## src/rtl/instr_fetch.sv

```systemverilog
// instr_fetch: fetch stage owning the PC, one outstanding addr_ok/data_ok
// request, IF/ID register with one-entry skid, branch-delay redirect, flush.
// Ports: clk/resetn (sync active-low); inst_* bus master; id_stall_i,
// branch_taken_i/branch_target_i, flush_i/flush_pc_i from later stages;
// id_instr_o/id_pc_o/id_valid_o/id_adel_o to decode.
// Optional macro FETCH_PERF_CNT_EN adds perf_fetch_cnt_o/perf_bubble_cnt_o.
module instr_fetch #(
   parameter logic [31:0] RESET_PC  = 32'hBFC0_0000,
   parameter logic [31:0] NOP_INSTR = 32'h0000_0000
) (
   input  logic        clk,
   input  logic        resetn,
   output logic        inst_req_o,
   output logic [31:0] inst_addr_o,
   input  logic        inst_addr_ok_i,
   input  logic        inst_data_ok_i,
   input  logic [31:0] inst_rdata_i,
   input  logic        id_stall_i,
   input  logic        branch_taken_i,
   input  logic [31:0] branch_target_i,
   input  logic        flush_i,
   input  logic [31:0] flush_pc_i,
   output logic [31:0] id_instr_o,
   output logic [31:0] id_pc_o,
   output logic        id_valid_o,
   output logic        id_adel_o
`ifdef FETCH_PERF_CNT_EN
   ,
   output logic [31:0] perf_fetch_cnt_o,
   output logic [31:0] perf_bubble_cnt_o
`endif
);

   typedef enum logic [1:0] {IDLE, REQ, WAIT, HOLD} state_t;

   state_t      state;
   logic [31:0] pc;
   logic [31:0] redirect_target;
   logic        pending_redirect;
   logic        cancel;
   logic [31:0] skid_instr;
   logic        skid_adel;

   logic        misaligned;
   logic        fault_hit;
   logic        data_hit;
   logic        skid_go;
   logic        deliver;
   logic [31:0] fresh_instr;
   logic [31:0] deliver_instr;
   logic        deliver_adel;
   logic [31:0] pc_adv;

   assign misaligned  = (pc[1:0] != 2'b00);
   assign inst_req_o  = (state == REQ) && !misaligned;
   assign inst_addr_o = pc;

   // A misaligned PC never reaches the bus; it completes as a faulting NOP.
   assign fault_hit   = (state == REQ) && misaligned;
   assign data_hit    = (state == WAIT) && inst_data_ok_i && !cancel;
   assign skid_go     = (state == HOLD) && !id_stall_i;
   assign deliver     = !flush_i && !id_stall_i
                        && (fault_hit || data_hit || skid_go);

   assign fresh_instr   = fault_hit ? NOP_INSTR : inst_rdata_i;
   assign deliver_instr = (state == HOLD) ? skid_instr : fresh_instr;
   assign deliver_adel  = (state == HOLD) ? skid_adel : fault_hit;

   // A branch resolving in the same cycle the delay slot is delivered
   // steers the very next fetch straight to its target.
   always_comb begin
      pc_adv = pc + 32'd4;
      if (branch_taken_i)
         pc_adv = branch_target_i;
      else if (pending_redirect)
         pc_adv = redirect_target;
   end

   always_ff @(posedge clk) begin
      if (!resetn) begin
         state            <= IDLE;
         pc               <= RESET_PC;
         redirect_target  <= 32'h0;
         pending_redirect <= 1'b0;
         cancel           <= 1'b0;
         skid_instr       <= NOP_INSTR;
         skid_adel        <= 1'b0;
         id_instr_o       <= NOP_INSTR;
         id_pc_o          <= 32'h0;
         id_valid_o       <= 1'b0;
         id_adel_o        <= 1'b0;
      end else if (flush_i) begin
         pc               <= flush_pc_i;
         pending_redirect <= 1'b0;
         id_instr_o       <= NOP_INSTR;
         id_valid_o       <= 1'b0;
         id_adel_o        <= 1'b0;
         unique case (state)
            IDLE, HOLD: state <= REQ;
            REQ: begin
               if (inst_req_o && inst_addr_ok_i) begin
                  cancel <= 1'b1;
                  state  <= WAIT;
               end
            end
            WAIT: begin
               // Data returning with the flush is simply dropped here.
               if (inst_data_ok_i) begin
                  cancel <= 1'b0;
                  state  <= REQ;
               end else begin
                  cancel <= 1'b1;
               end
            end
         endcase
      end else begin
         if (branch_taken_i) begin
            pending_redirect <= 1'b1;
            redirect_target  <= branch_target_i;
         end

         if (!id_stall_i) begin
            if (deliver) begin
               id_instr_o <= deliver_instr;
               id_pc_o    <= pc;
               id_valid_o <= 1'b1;
               id_adel_o  <= deliver_adel;
            end else begin
               id_instr_o <= NOP_INSTR;
               id_valid_o <= 1'b0;
               id_adel_o  <= 1'b0;
            end
         end

         unique case (state)
            IDLE: state <= REQ;
            REQ: begin
               if (misaligned) begin
                  if (!id_stall_i) begin
                     pc               <= pc_adv;
                     pending_redirect <= 1'b0;
                  end else begin
                     skid_instr <= NOP_INSTR;
                     skid_adel  <= 1'b1;
                     state      <= HOLD;
                  end
               end else if (inst_addr_ok_i) begin
                  state <= WAIT;
               end
            end
            WAIT: begin
               if (inst_data_ok_i) begin
                  if (cancel) begin
                     cancel <= 1'b0;
                     state  <= REQ;
                  end else if (!id_stall_i) begin
                     pc               <= pc_adv;
                     pending_redirect <= 1'b0;
                     state            <= REQ;
                  end else begin
                     skid_instr <= inst_rdata_i;
                     skid_adel  <= 1'b0;
                     state      <= HOLD;
                  end
               end
            end
            HOLD: begin
               if (!id_stall_i) begin
                  pc               <= pc_adv;
                  pending_redirect <= 1'b0;
                  state            <= REQ;
               end
            end
         endcase
      end
   end

`ifdef FETCH_PERF_CNT_EN
   always_ff @(posedge clk) begin
      if (!resetn) begin
         perf_fetch_cnt_o  <= 32'h0;
         perf_bubble_cnt_o <= 32'h0;
      end else begin
         if (deliver)
            perf_fetch_cnt_o <= perf_fetch_cnt_o + 32'd1;
         if (!id_stall_i && !id_valid_o)
            perf_bubble_cnt_o <= perf_bubble_cnt_o + 32'd1;
      end
   end
`endif

endmodule
```

## config.mk

```make
export PLATFORM = sky130hd
export DESIGN_NAME = instr_fetch
export DESIGN_NICKNAME = d
export VERILOG_FILES = /design/src/rtl/instr_fetch.sv
export SDC_FILE = /design/constraint.sdc
export NUM_CORES = 1
export LEC_CHECK = 0
export CORE_ASPECT_RATIO = 1.25
export CORE_MARGIN = 5
export CORE_UTILIZATION = 40
export DETAILED_ROUTE_END_ITERATION = 10
export PLACE_DENSITY = 0.75
export SYNTH_ARGS = -nofsm -noshare
export SYNTH_HDL_FRONTEND = slang
export SYNTH_SLANG_ARGS = --single-unit
```

## constraint.sdc

```tcl
create_clock -name clk -period 2.5 [get_ports clk]
set_input_delay 0.5 -clock clk [delete_from_list [all_inputs] [get_ports clk]]
set_output_delay 0.5 -clock clk [all_outputs]
set_load 0.01 [all_outputs]
```

# Word level (Yosys, flattened, before mapping)

Index checks and enable logic that the tools add are counted.

Word-level logic and storage cells: 108
Register bits: 167
Output and inout bits: 99

Eq/ne operators: 15
Bitwise logic cells: 3
Multiplexer cells: 50
Reductions and logical operators: 28
$add $sub $neg: 1

Operators by type and width:

| cell                  | number |
|---|---|
| $mux 32               | 15 |
| $pmux 32 s3           | 1 |
| $pmux 32 s2           | 1 |
| $add 32x3->32 const B | 1 |
| $mux 2                | 10 |
| $mux 1                | 18 |
| $ne 3x3->1 const B    | 4 |
| $ne 2x2->1 const B    | 5 |
| $logic_and 1x1->1     | 8 |
| $ne 4x4->1 const B    | 2 |
| $pmux 2 s4            | 1 |
| $reduce_and 4->1      | 2 |
| $reduce_bool 2->1     | 4 |
| $reduce_and 7->1      | 1 |
| $pmux 2 s3            | 1 |
| $reduce_and 5->1      | 1 |
| $eq 2x2->1 const B    | 2 |
| $logic_not 1->1       | 4 |
| $pmux 1 s2            | 2 |
| $reduce_bool 4->1     | 1 |
| $reduce_or 2->1       | 2 |
| $ne 3x2->1 const B    | 1 |
| $not 1->1             | 3 |
| $pmux 1 s3            | 1 |
| other kinds (5)       | 6 |

# Logic depth before layout (Yosys ltp)

Gate-level depths: netlist of run 1.

Word-level depth: 8
Mapped depth: 10
Depth with buffers taken out: 7

# Worst setup path after synthesis of run 1

OpenSTA, ideal clock, no wires.

Path kind: reg-to-reg
From: register state[0]
To: register pc[9], in the netlist inst_addr_o[9]
Setup slack: 0.495 ns
Stages on the path, launching flop included: 10
Arrival: 1.886 ns
Setup time: 0.119 ns
Cell sequence: dfxtp_1 > inv_1 > ha_1 > buf_4 > nor3_1 > a2111oi_4 > or2_1 > buf_4 > buf_6 > o221a_1

Cells in the longest elaborated chain, start to end: 3
Elaborated cells between the ends (all ways): 10

Ends and longest elaborated chain:

| item                                                                | RTL line | text |
|---|---|---|
| from (decl)                                                         | 36       | `state_t state;` |
| from (signal assigned)                                              | 81       | `state <= IDLE;` |
| from (signal assigned)                                              | 99       | `IDLE, HOLD: state <= REQ;` |
| from (signal assigned)                                              | 103      | `state <= WAIT;` |
| $eq 2x1->1 / $eq 2x2->1 (equally long branches)                     | 135      | `unique case (state)` |
| $ne 3x3->1 (no source line) (tied with other cells)                 | -        |  |
| $reduce_and 4->1 (no source line) / $mux 32 (equally long branches) | -        |  |
| to (signal assigned)                                                | 140      | `pc <= pc_adv;` |
| to (signal assigned)                                                | 157      | `pc <= pc_adv;` |
| to (signal assigned)                                                | 169      | `pc <= pc_adv;` |
| to (decl)                                                           | 37       | `logic [31:0] pc;` |

Several ways; a longest one is shown, not always the timed one.
A chain may end at the register's enable or synchronous reset.

# Final worst setup path of run 1

From: register state[0]
To: register pc[25], in the netlist inst_addr_o[25]

The elaborated chain is that of the path after synthesis.

==> impl_metrics.yaml, run 1 <==
outcome:
  status: "finished clean"
pwr:
  p_seq_share_pct: 40.1
  power_density_nw_per_um2: 660.3
  p_int_w: 0.005178
  net-switching-power_w: 0.002231
  combinationalPowerShare_pct: 23.2
  p_total_w: 0.007410
  irDropWorstVdd_v: 0.0005067
  power.share.switching_pct: 30.11
  clock_power_share_pct: 36.7
  leakagePower_nw: 4.046
worst_setup_path:
  required_ns: 2.82
  rrSetupSlack_ns: 0.26
  critPathLaunch: "state[0]"
  r2r_start: "state[0]"
  startpoint_type: "register"
  endpoint: "inst_addr_o[25]"
  ff2ff_path_depth: 7
  crit_fanout: 24
  timing.rr.end: "inst_addr_o[25]"
  critPathCaptureType: "register"
  worstSetupPathType: "reg -> reg"
  arrival_ns: 2.56
cts:
  clk_path_buf_depth: 2
  clk_pin_slew_worst_paths_ns: 0.07
  cts_tree: "yes"
  cts_buffers: 17
  ctsHoldBuffers: 0
  cts_root_buf: "clkbuf_16"
  postCtsSetupBuffers: 0
  h-tree-depth: 4
  clk_latency_ns: 0.43
  cts.sinks: 167
cells_and_area:
  fin_util_pct: 55.42
  final_cell_mix: "223 x nand2_1, 197 x clkdlybuf4s50_1, 167 x dfxtp_1, 69 x a21boi_0, 51 x nor2_1"
  antenna-diode-count: 0
  synthToLayoutAreaGrowth_pct: 35.47
  final_common_cell: "nand2_1"
  layout-drive-gt1-share_pct: 7.895
  layout.nets: 1311
global_route:
  grt_pass1_wl_um: 42270
  globalRouteMet1Util_pct: 28.26
  busiest_layer: "met2"
  grt_pass1_vias: 8064
  antenna_found_initial: 0
  overflow: 0
  met2_usage_pct: 35.62
  grt_max_degree: 55
  grt_use_total_pct: 21.50
  grtUsageMet3_pct: 5.088
drt:
  drc: 0
  wl_per_cell_um: 17.54
  vias: 8328
  ant_nets: 0
  dr.pass1.iters: 5
  first_iter_violations: 804
  routed_via_density: 5.604
  finalWirelength_um: 26060
sta:
  post-route-period-util_pct: 89.44
  finalSetupViolCount: 0
  fin_setup_tns_ns: 0
  final-hold-violation-count: 0
  whs_ns: 0.4500
  period_minus_slack_ns: 2.236
  relSlewSlack_pct: 62.55
  slew_violations: 0
  rsz0062_at_grt: "no"
  skew_ns: 0.008204
  worst_slew_pin_slew_ns: 0.5547
  fin_ws_ns: 0.2639
  max_freq_ghz: 0.4472
logic_synthesis:
  ys_types: 75
  synth_seq_area_share_pct: 40.36
  synthCells: 1032
  synth_edf_count: 0
  ys_top_cells_by_area: "dfxtp_1 40%, nand2_1 10%, a21boi_0 6.3%"
  synth.cell_area_um2: 8283
  synth-seq-cells: 167
  synth-main-ff-cell: "dfxtp_1"
  synthArstFlopShare_pct: 0
  synth_largest_area_cell: "dfxtp_1"
  yosysTopAreaCellShare_pct: 40.36
  synth_warnings: 0
  syn-num-nets: 1140
  syn_avg_cell_area_um2: 8.026
floorplanning:
  rows: 58
  die-area_um2: 23700
  io_pins: 202
  coreArea_um2: 20250
  initial_utilization_pct: 40.91
  chipHeight_um: 170.9
  die_w_um: 138.7
job:
  max-cap-violations: 0
placed_design:
  place_hpwl_um: 18140
  gp_congestion: 0.8858
  pre_cts_ws_ns: -0.1115
  numPortBuffers: 201
min_path:
  hold_class: "reg -> reg"
==> per-layer routing <==
| metal | vias to the layer above | wire length (µm) |
|---|---|---|
| met4 | 0 | 484 |
| met3 | 42 | 2061 |
| met1 | 3884 | 11360 |
| met5 | - | 0 |
| li1 | 4023 | - |
| met2 | 379 | 12160 |
==> power groups by stage <==
| stage | Combinational, W | Clock (W) | Sequential [W] |
|---|---|---|---|
| 3_3_place_gp | 0.00169 | 0 | 0.00302 |
| 6_report | 0.00172 | 0.00272 | 0.00297 |
| 2_1_floorplan | 0.000949 | 0 | 0.00303 |
| 3_5_place_dp | 0.00171 | 0 | 0.00303 |
| 4_1_cts | 0.00172 | 0.00278 | 0.00297 |
| 5_1_grt | 0.00187 | 0.00285 | 0.00299 |
==> metrics by stage <==
step           cell area [µm²]  instances
6_report                 11220       1486
5_1_grt                  11220       1486
3_5_place_dp             10610       1454
3_3_place_gp             10610       1454
4_1_cts                  11210       1486
2_1_floorplan             8283       1032
==> final cells by class <==
cell class	count	area, µm²
timing repair buffer	245	2399
inverter	16	60.06
clock inverter	14	175.2
tap	270	337.8
clock buffer	18	429.2
fill	1842	9026
sequential	167	3343
multi-input combinational	756	4477
==> worst max-delay path, stage by stage (launching register included) <==
cell and delay [ns]:
dfxtp_1 0.39, inv_1 0.08, ha_1 0.27, nor3_1 0.34, a2111oi_4 0.13, nor2_4 0.46, a22oi_1 0.16, o2bb2a_1 0.30
==> synthesized netlist by cell type, drive strengths merged, types with 4 or more instances <==
| cell | instances |
|---|---|
| nand2 | 224 |
| nand4 | 15 |
| a21oi | 41 |
| a31oi | 8 |
| a21boi | 104 |
| clkbuf | 57 |
| and3 | 8 |
| nor2 | 54 |
| o22ai | 4 |
| a211oi | 5 |
| buf | 36 |
| nand2b | 4 |
| o31a | 4 |
| nor2b | 8 |
| mux2i | 6 |
| nand3b | 5 |
| and3b | 8 |
| ha | 5 |
| or3 | 4 |
| nor3 | 10 |
| inv | 16 |
| a22o | 33 |
| o311ai | 4 |
| nor4 | 5 |
| dfxtp | 167 |
| o21ai | 49 |
| o211ai | 9 |
| a221oi | 4 |
| a22oi | 34 |
| nand3 | 48 |
| and4 | 7 |
==> how the worst min path moves through the flow <==
stage | startpoint | end | slack [ns] | depth (start not counted)
after floorplan | redirect_target[10] | redirect_target[10] | 0.44 | 2
after global placement | id_pc_o[0] | id_pc_o[0] | 0.44 | 2
after detailed placement | id_pc_o[0] | id_pc_o[0] | 0.45 | 2
after CTS | resetn | skid_adel | 0.44 | 2
after global routing | resetn | skid_adel | 0.46 | 2
final | id_pc_o[0] | id_pc_o[0] | 0.45 | 2
==> flip-flops by register name, indices dropped and copies added (netlist names) <==
signal            flops
skid_instr           32
id_adel_o             1
id_instr_o           32
state                 2
id_pc_o              32
id_valid_o            1
inst_addr_o          32
skid_adel             1
pending_redirect      1
redirect_target      32
cancel                1
==> repair_timing <==
action	CTS	global route
endpoints found under the hold margin	0	0
gates resized for setup	1	2
setup endpoints to repair	1	11
==> kinds of logic (layout without fill, tap and decap cells) <==
kind of cell,count (synthesis),in the layout,share of synthesized area (%)
AOI/OAI and AO/OA,330,330,28.78
xor gates and xnor gates,5,5,0.5288
adders and majority gates,5,5,0.7553
buffers and inverters,109,293,5.770
DFF,167,167,40.36
muxes,6,6,0.7251
and+or+nand+nor,410,410,23.08
Power figures use the tool's default switching activity.
==> run 2: changes to the inputs <==
Settings changed: CORE_ASPECT_RATIO 1.25 to not set.
==> run 2 against run 1 <==
  * Sequential power about the same
  * Final area down 0.18%
  * Core utilization down 0.24 points
  * Non-clock buffer count up 8
  * Worst hold slack worse by 0.054 ns
  * Flip-flop and latch count unchanged
  * Via count up 0.32%
  * Clock-buffer cell count down 1
  * Die area about the same
  * Power down 2.9%
  * Critical path type unchanged
  * Critical endpoint is now id_pc_o[20]
  * Largest cell class unchanged
  * Highest routed layer unchanged
==> impl_metrics.yaml, run 2 (synthesized netlist as in run 1, its figures left out) <==
pwr:
  clock_power_share_pct: 34.4
  p_int_w: 0.004900
  power.share.switching_pct: 31.88
  net-switching-power_w: 0.002293
  leakagePower_nw: 4.058
  combinationalPowerShare_pct: 24.3
  p_seq_share_pct: 41.3
  irDropWorstVdd_v: 0.0004915
  power_density_nw_per_um2: 642.2
drt:
  first_iter_violations: 706
  routed_via_density: 5.592
  ant_nets: 0
  wl_per_cell_um: 17.80
  drc: 0
  vias: 8355
  finalWirelength_um: 26590
  dr.pass1.iters: 5
sta:
  slew_violations: 0
  period_minus_slack_ns: 2.303
  finalSetupViolCount: 0
  rsz0062_at_grt: "no"
  final-hold-violation-count: 0
  skew_ns: 0.008394
  max_freq_ghz: 0.4342
  fin_ws_ns: 0.1968
  post-route-period-util_pct: 92.13
  whs_ns: 0.3963
  worst_slew_pin_slew_ns: 0.5762
  relSlewSlack_pct: 61.10
worst_setup_path:
  critPathSlowestCell: "dfxtp_1"
  path_cells: "inv_1 -> ha_1 -> buf_4 -> buf_6 -> nand3b_1 -> a211oi_4 -> buf_4 -> nand2_1 -> a21boi_0"
  critPathLaunch: "state[0]"
  r2r_start: "state[0]"
  startpoint_type: "register"
  ff2ff_path_depth: 9
  path_buf_inv: 4
  cpMostUsedCell: "buf_4"
  critPathTopFamily: "buffers and inverters"
  slowest_delay_ns: 0.34
  critPathCaptureType: "register"
  required_ns: 2.85
  timing.rr.end: "id_pc_o[20]"
  rrSetupSlack_ns: 0.20
  crit_fanout: 23
  arrival_ns: 2.66
  worstSetupPathType: "reg -> reg"
global_route:
  grt_pass1_vias: 7781
  grt_max_degree: 46
  antenna_found_initial: 0
  grt_pass1_wl_um: 42060
  grt_use_total_pct: 21.61
  overflow: 0
placed_design:
  pre_cts_ws_ns: -0.03971
  gp_congestion: 0.9309
  place_hpwl_um: 18750
  place_area_um2: 10640
  numPortBuffers: 201
floorplanning:
  chipHeight_um: 153.9
  die_w_um: 153.9
  io_pins: 202
  rows: 52
  coreArea_um2: 20300
  die-area_um2: 23690
  initial_utilization_pct: 40.80
cells_and_area:
  multi_input_area_um2: 4477
  fin_util_pct: 55.18
  synthToLayoutAreaGrowth_pct: 35.23
  regArea_um2: 3343
  design_area_um2: 11200
  final_common_cell: "nand2_1"
  antenna-diode-count: 0
  final_cell_mix: "223 x nand2_1, 197 x clkdlybuf4s50_1, 167 x dfxtp_1, 69 x a21boi_0, 51 x nor2_1"
  layout-drive-gt1-share_pct: 8.578
  layout.nets: 1319
  fill_cells: 1896
min_path:
  hold_path.startpoint: "resetn"
  hold_class: "in -> reg"
  worstHoldEndpoint: "redirect_target[29]"
  hold_depth: 2
cts:
  clk_path_buf_depth: 2
  clk_latency_ns: 0.43
  cts_root_buf: "clkbuf_16"
  cts_tree: "yes"
  clk_pin_slew_worst_paths_ns: 0.07
  postCtsSetupBuffers: 0
  cts.sinks: 167
  cts_buffers: 17
  h-tree-depth: 4
outcome:
  status: "finished clean"
job:
  max-cap-violations: 0
[run 2: worst reg2reg max path: cells and delay by family (launching register included)]
family                   cells  cell delay (ns)
AO/OA/AOI/OAI                2             0.47
buffers and inverters        4             0.95
adder cells (fa/ha/maj)      1             0.19
AND/OR/NAND/NOR              2             0.28
flip-flops                   1             0.34
[run 2: worst max-delay path by stage]
stage                            to  cells past startpoint
floorplan            inst_addr_o[9]                      9
global placement    inst_addr_o[25]                      6
detailed placement  inst_addr_o[25]                      6
CTS                      inst_req_o                      4
global route            id_pc_o[21]                      9
finish                  id_pc_o[20]                      9
[run 2: power by group through the flow]
stage               sequential, W  combinational (W)  clock, W
finish                    0.00297            0.00175   0.00248
global route              0.00299            0.00189   0.00262
CTS                       0.00297            0.00174   0.00251
detailed placement        0.00303            0.00173         0
global placement          0.00302            0.00170         0
floorplan                 0.00303           0.000949         0
[run 2: cell type report]
| class | instances | area share, % |
|---|---|---|
| sequential | 167 | 29.85 |
| tap | 270 | 3.016 |
| timing repair buffer | 253 | 21.76 |
| clock buffer | 17 | 3.798 |
| inverter | 16 | 0.5362 |
| clock inverter | 15 | 1.072 |
| multi-input combinational | 756 | 39.97 |
[run 2: what timing repair did]
item                       CTS  global route
gates resized for setup      0             4
setup endpoints to repair    0            47
hold buffers                 0             0
hold endpoints to repair     0             0
[run 2: through the flow]
stage / total power (W) / instances / TNS [ns]
final: 0.007193 / 1494 / 0
after global routing: 0.007496 / 1494 / 0
after CTS: 0.007217 / 1494 / 0
after detailed placement: 0.004752 / 1462 / -0.03971
after global placement: 0.004724 / 1462 / 0
after floorplan: 0.003980 / 1032 / 0
[run 2: metal layers]
metal / GRT usage, % / share of wire, % / vias to the layer above
met2: 33.63 / 45 / 373
met4: 6.013 / 2.1 / 0
met5: 0 / 0 / -
met1: 29.71 / 44 / 3898
li1: - / - / 4037
met3: 5.734 / 9.0 / 47
==> run 3: changes to the inputs <==
Settings changed: CORE_UTILIZATION 40 to 50, PLACE_DENSITY 0.75 to 0.89.
==> run 3 against run 2 <==
  * Critical path depth shrank 1
  * Die area shrank 19%
  * Clock skew is essentially flat
  * Register-to-register slack lost 0.02 ns
  * Via count grew 2.0%
  * Wire length shrank 2.1%
  * Sequential power is essentially flat
  * Worst hold slack gained 0.056 ns
  * Largest cell class unchanged
==> impl_metrics.yaml, run 3 (synthesized netlist as in run 1, its figures left out) <==
floorplanning:
  coreArea_um2: 16410
  die_w_um: 138.7
  rows: 47
  die-area_um2: 19240
  io_pins: 202
  initial_utilization_pct: 50.48
  chipHeight_um: 138.7
sta:
  slew_violations: 0
  skew_ns: 0.008597
  period_minus_slack_ns: 2.327
  rsz0062_at_grt: "no"
  worst_slew_pin_slew_ns: 0.5716
  fin_setup_tns_ns: 0
  max_freq_ghz: 0.4298
  finalSetupViolCount: 0
  final-hold-violation-count: 0
  post-route-period-util_pct: 93.08
  relSlewSlack_pct: 61.41
worst_setup_path:
  slowest_delay_ns: 0.43
  required_ns: 2.85
  path_cells: "inv_1 -> ha_1 -> buf_4 -> nand3b_1 -> a211oi_4 -> buf_12 -> nand2_1 -> a21boi_1"
  critPathTopFamily: "buffers and inverters"
  startpoint_type: "register"
  critPathSlowestCell: "buf_4"
  arrival_ns: 2.68
  crit_fanout: 42
  path_buf_inv: 3
  critPathCaptureType: "register"
  worstSetupPathType: "reg -> reg"
cts:
  postCtsSetupBuffers: 0
  cts_root_buf: "clkbuf_16"
  clk_pin_slew_worst_paths_ns: 0.06
  cts_tree: "yes"
  cts_buffers: 17
  clk_path_buf_depth: 2
  clk_latency_ns: 0.43
  cts.sinks: 167
  h-tree-depth: 4
pwr:
  power_density_nw_per_um2: 672.3
  leakagePower_nw: 4.040
  irDropWorstVdd_v: 0.0005762
  p_total_w: 0.007512
cells_and_area:
  stdcell_count: 1434
  layout.nets: 1309
  final_cell_mix: "223 x nand2_1, 197 x clkdlybuf4s50_1, 167 x dfxtp_1, 69 x a21boi_0, 51 x nor2_1"
  layout-drive-gt1-share_pct: 7.743
  antenna-diode-count: 0
  synthToLayoutAreaGrowth_pct: 34.91
  fill_cells: 1316
  final_common_cell: "nand2_1"
  fin_util_pct: 68.11
placed_design:
  numPortBuffers: 201
  gp_congestion: 0.9038
  place_hpwl_um: 17960
  dp.cells: 1402
drt:
  routed_via_density: 5.942
  wl_per_cell_um: 18.15
  dr.pass1.iters: 5
  finalWirelength_um: 26030
  ant_nets: 0
  drc: 0
  first_iter_violations: 764
  vias: 8521
min_path:
  hold_class: "reg -> reg"
global_route:
  grt_pass1_vias: 7810
  grt_use_total_pct: 26.02
  overflow: 0
  grt_pass1_wl_um: 41360
  grt_max_degree: 113
  antenna_found_initial: 0
outcome:
  status: "finished clean"
job:
  max-cap-violations: 0
==> run 3: cell types whose count changed in the layout (fill, tap and decap cells not counted), moves of 3 or more <==
| cell | previous run | this run |
|---|---|---|
| clkinv_4 | 4 | 1 |
| buf_4 | 48 | 37 |
| bufinv_16 | 0 | 4 |
| clkinvlp_4 | 2 | 5 |
| buf_12 | 3 | 6 |
==> run 3: worst paths after layout <==
path / from / to / slack [ns] / cells past startpoint
setup / recovery: state[0] / id_pc_o[8] / 0.17 / 8
hold / removal: id_pc_o[11] / id_pc_o[11] / 0.45 / 2
setup reg to reg: state[0] / id_pc_o[8] / 0.17 / 8
hold reg to reg: id_pc_o[11] / id_pc_o[11] / 0.45 / 2
==> run 3: final cells by class <==
type / instances / area, µm² / share of cell area (%)
multi-input combinational: 756 / 4477 / 40.06
sequential: 167 / 3343 / 29.92
timing repair buffer: 243 / 2392 / 21.41
clock buffer: 18 / 429.2 / 3.841
tap: 220 / 275.3 / 2.463
clock inverter: 14 / 197.7 / 1.769
inverter: 16 / 60.06 / 0.5375
==> run 3: what timing repair did <==
| item | CTS | global route |
|---|---|---|
| gates resized for setup | 0 | 2 |
| endpoints found under the setup margin | 0 | 13 |
| hold buffers | 0 | 0 |
==> run 3: layer usage <==
layer | routed length (µm) | global-route usage (%)
met1 | 10700 | 33.95
met2 | 12210 | 42.19
met3 | 2551 | 7.448
met4 | 569 | 7.724
met5 | 0 | 0
==> run 3: worst reg2reg max path: cells and delay by family, from the launching register on <==
family,cells,cell delay (ns)
buf+inv,3,0.75
fa+ha+maj,1,0.25
simple gates,2,0.35
flops,1,0.34
compound gates,2,0.57
==> run 3: power by group <==
| group | leakage, nW | switching [W] | internal, W |
|---|---|---|---|
| clock | 0.290 | 0.00112 | 0.00168 |
| sequential | 1.36 | 0.000183 | 0.00281 |
| combinational | 2.39 | 0.000931 | 0.000788 |
==> run 3: metrics by stage <==
step           setup slack, ns  cell area, µm²  hold WS, ns
4_1_cts               0.005815           11170       0.4556
3_5_place_dp          -0.02300           10540       0.4469
3_3_place_gp         -0.007717           10540       0.4408
2_1_floorplan           0.4950            8283       0.4391
5_1_grt                0.02198           11170       0.4695
6_report                0.1731           11170       0.4525
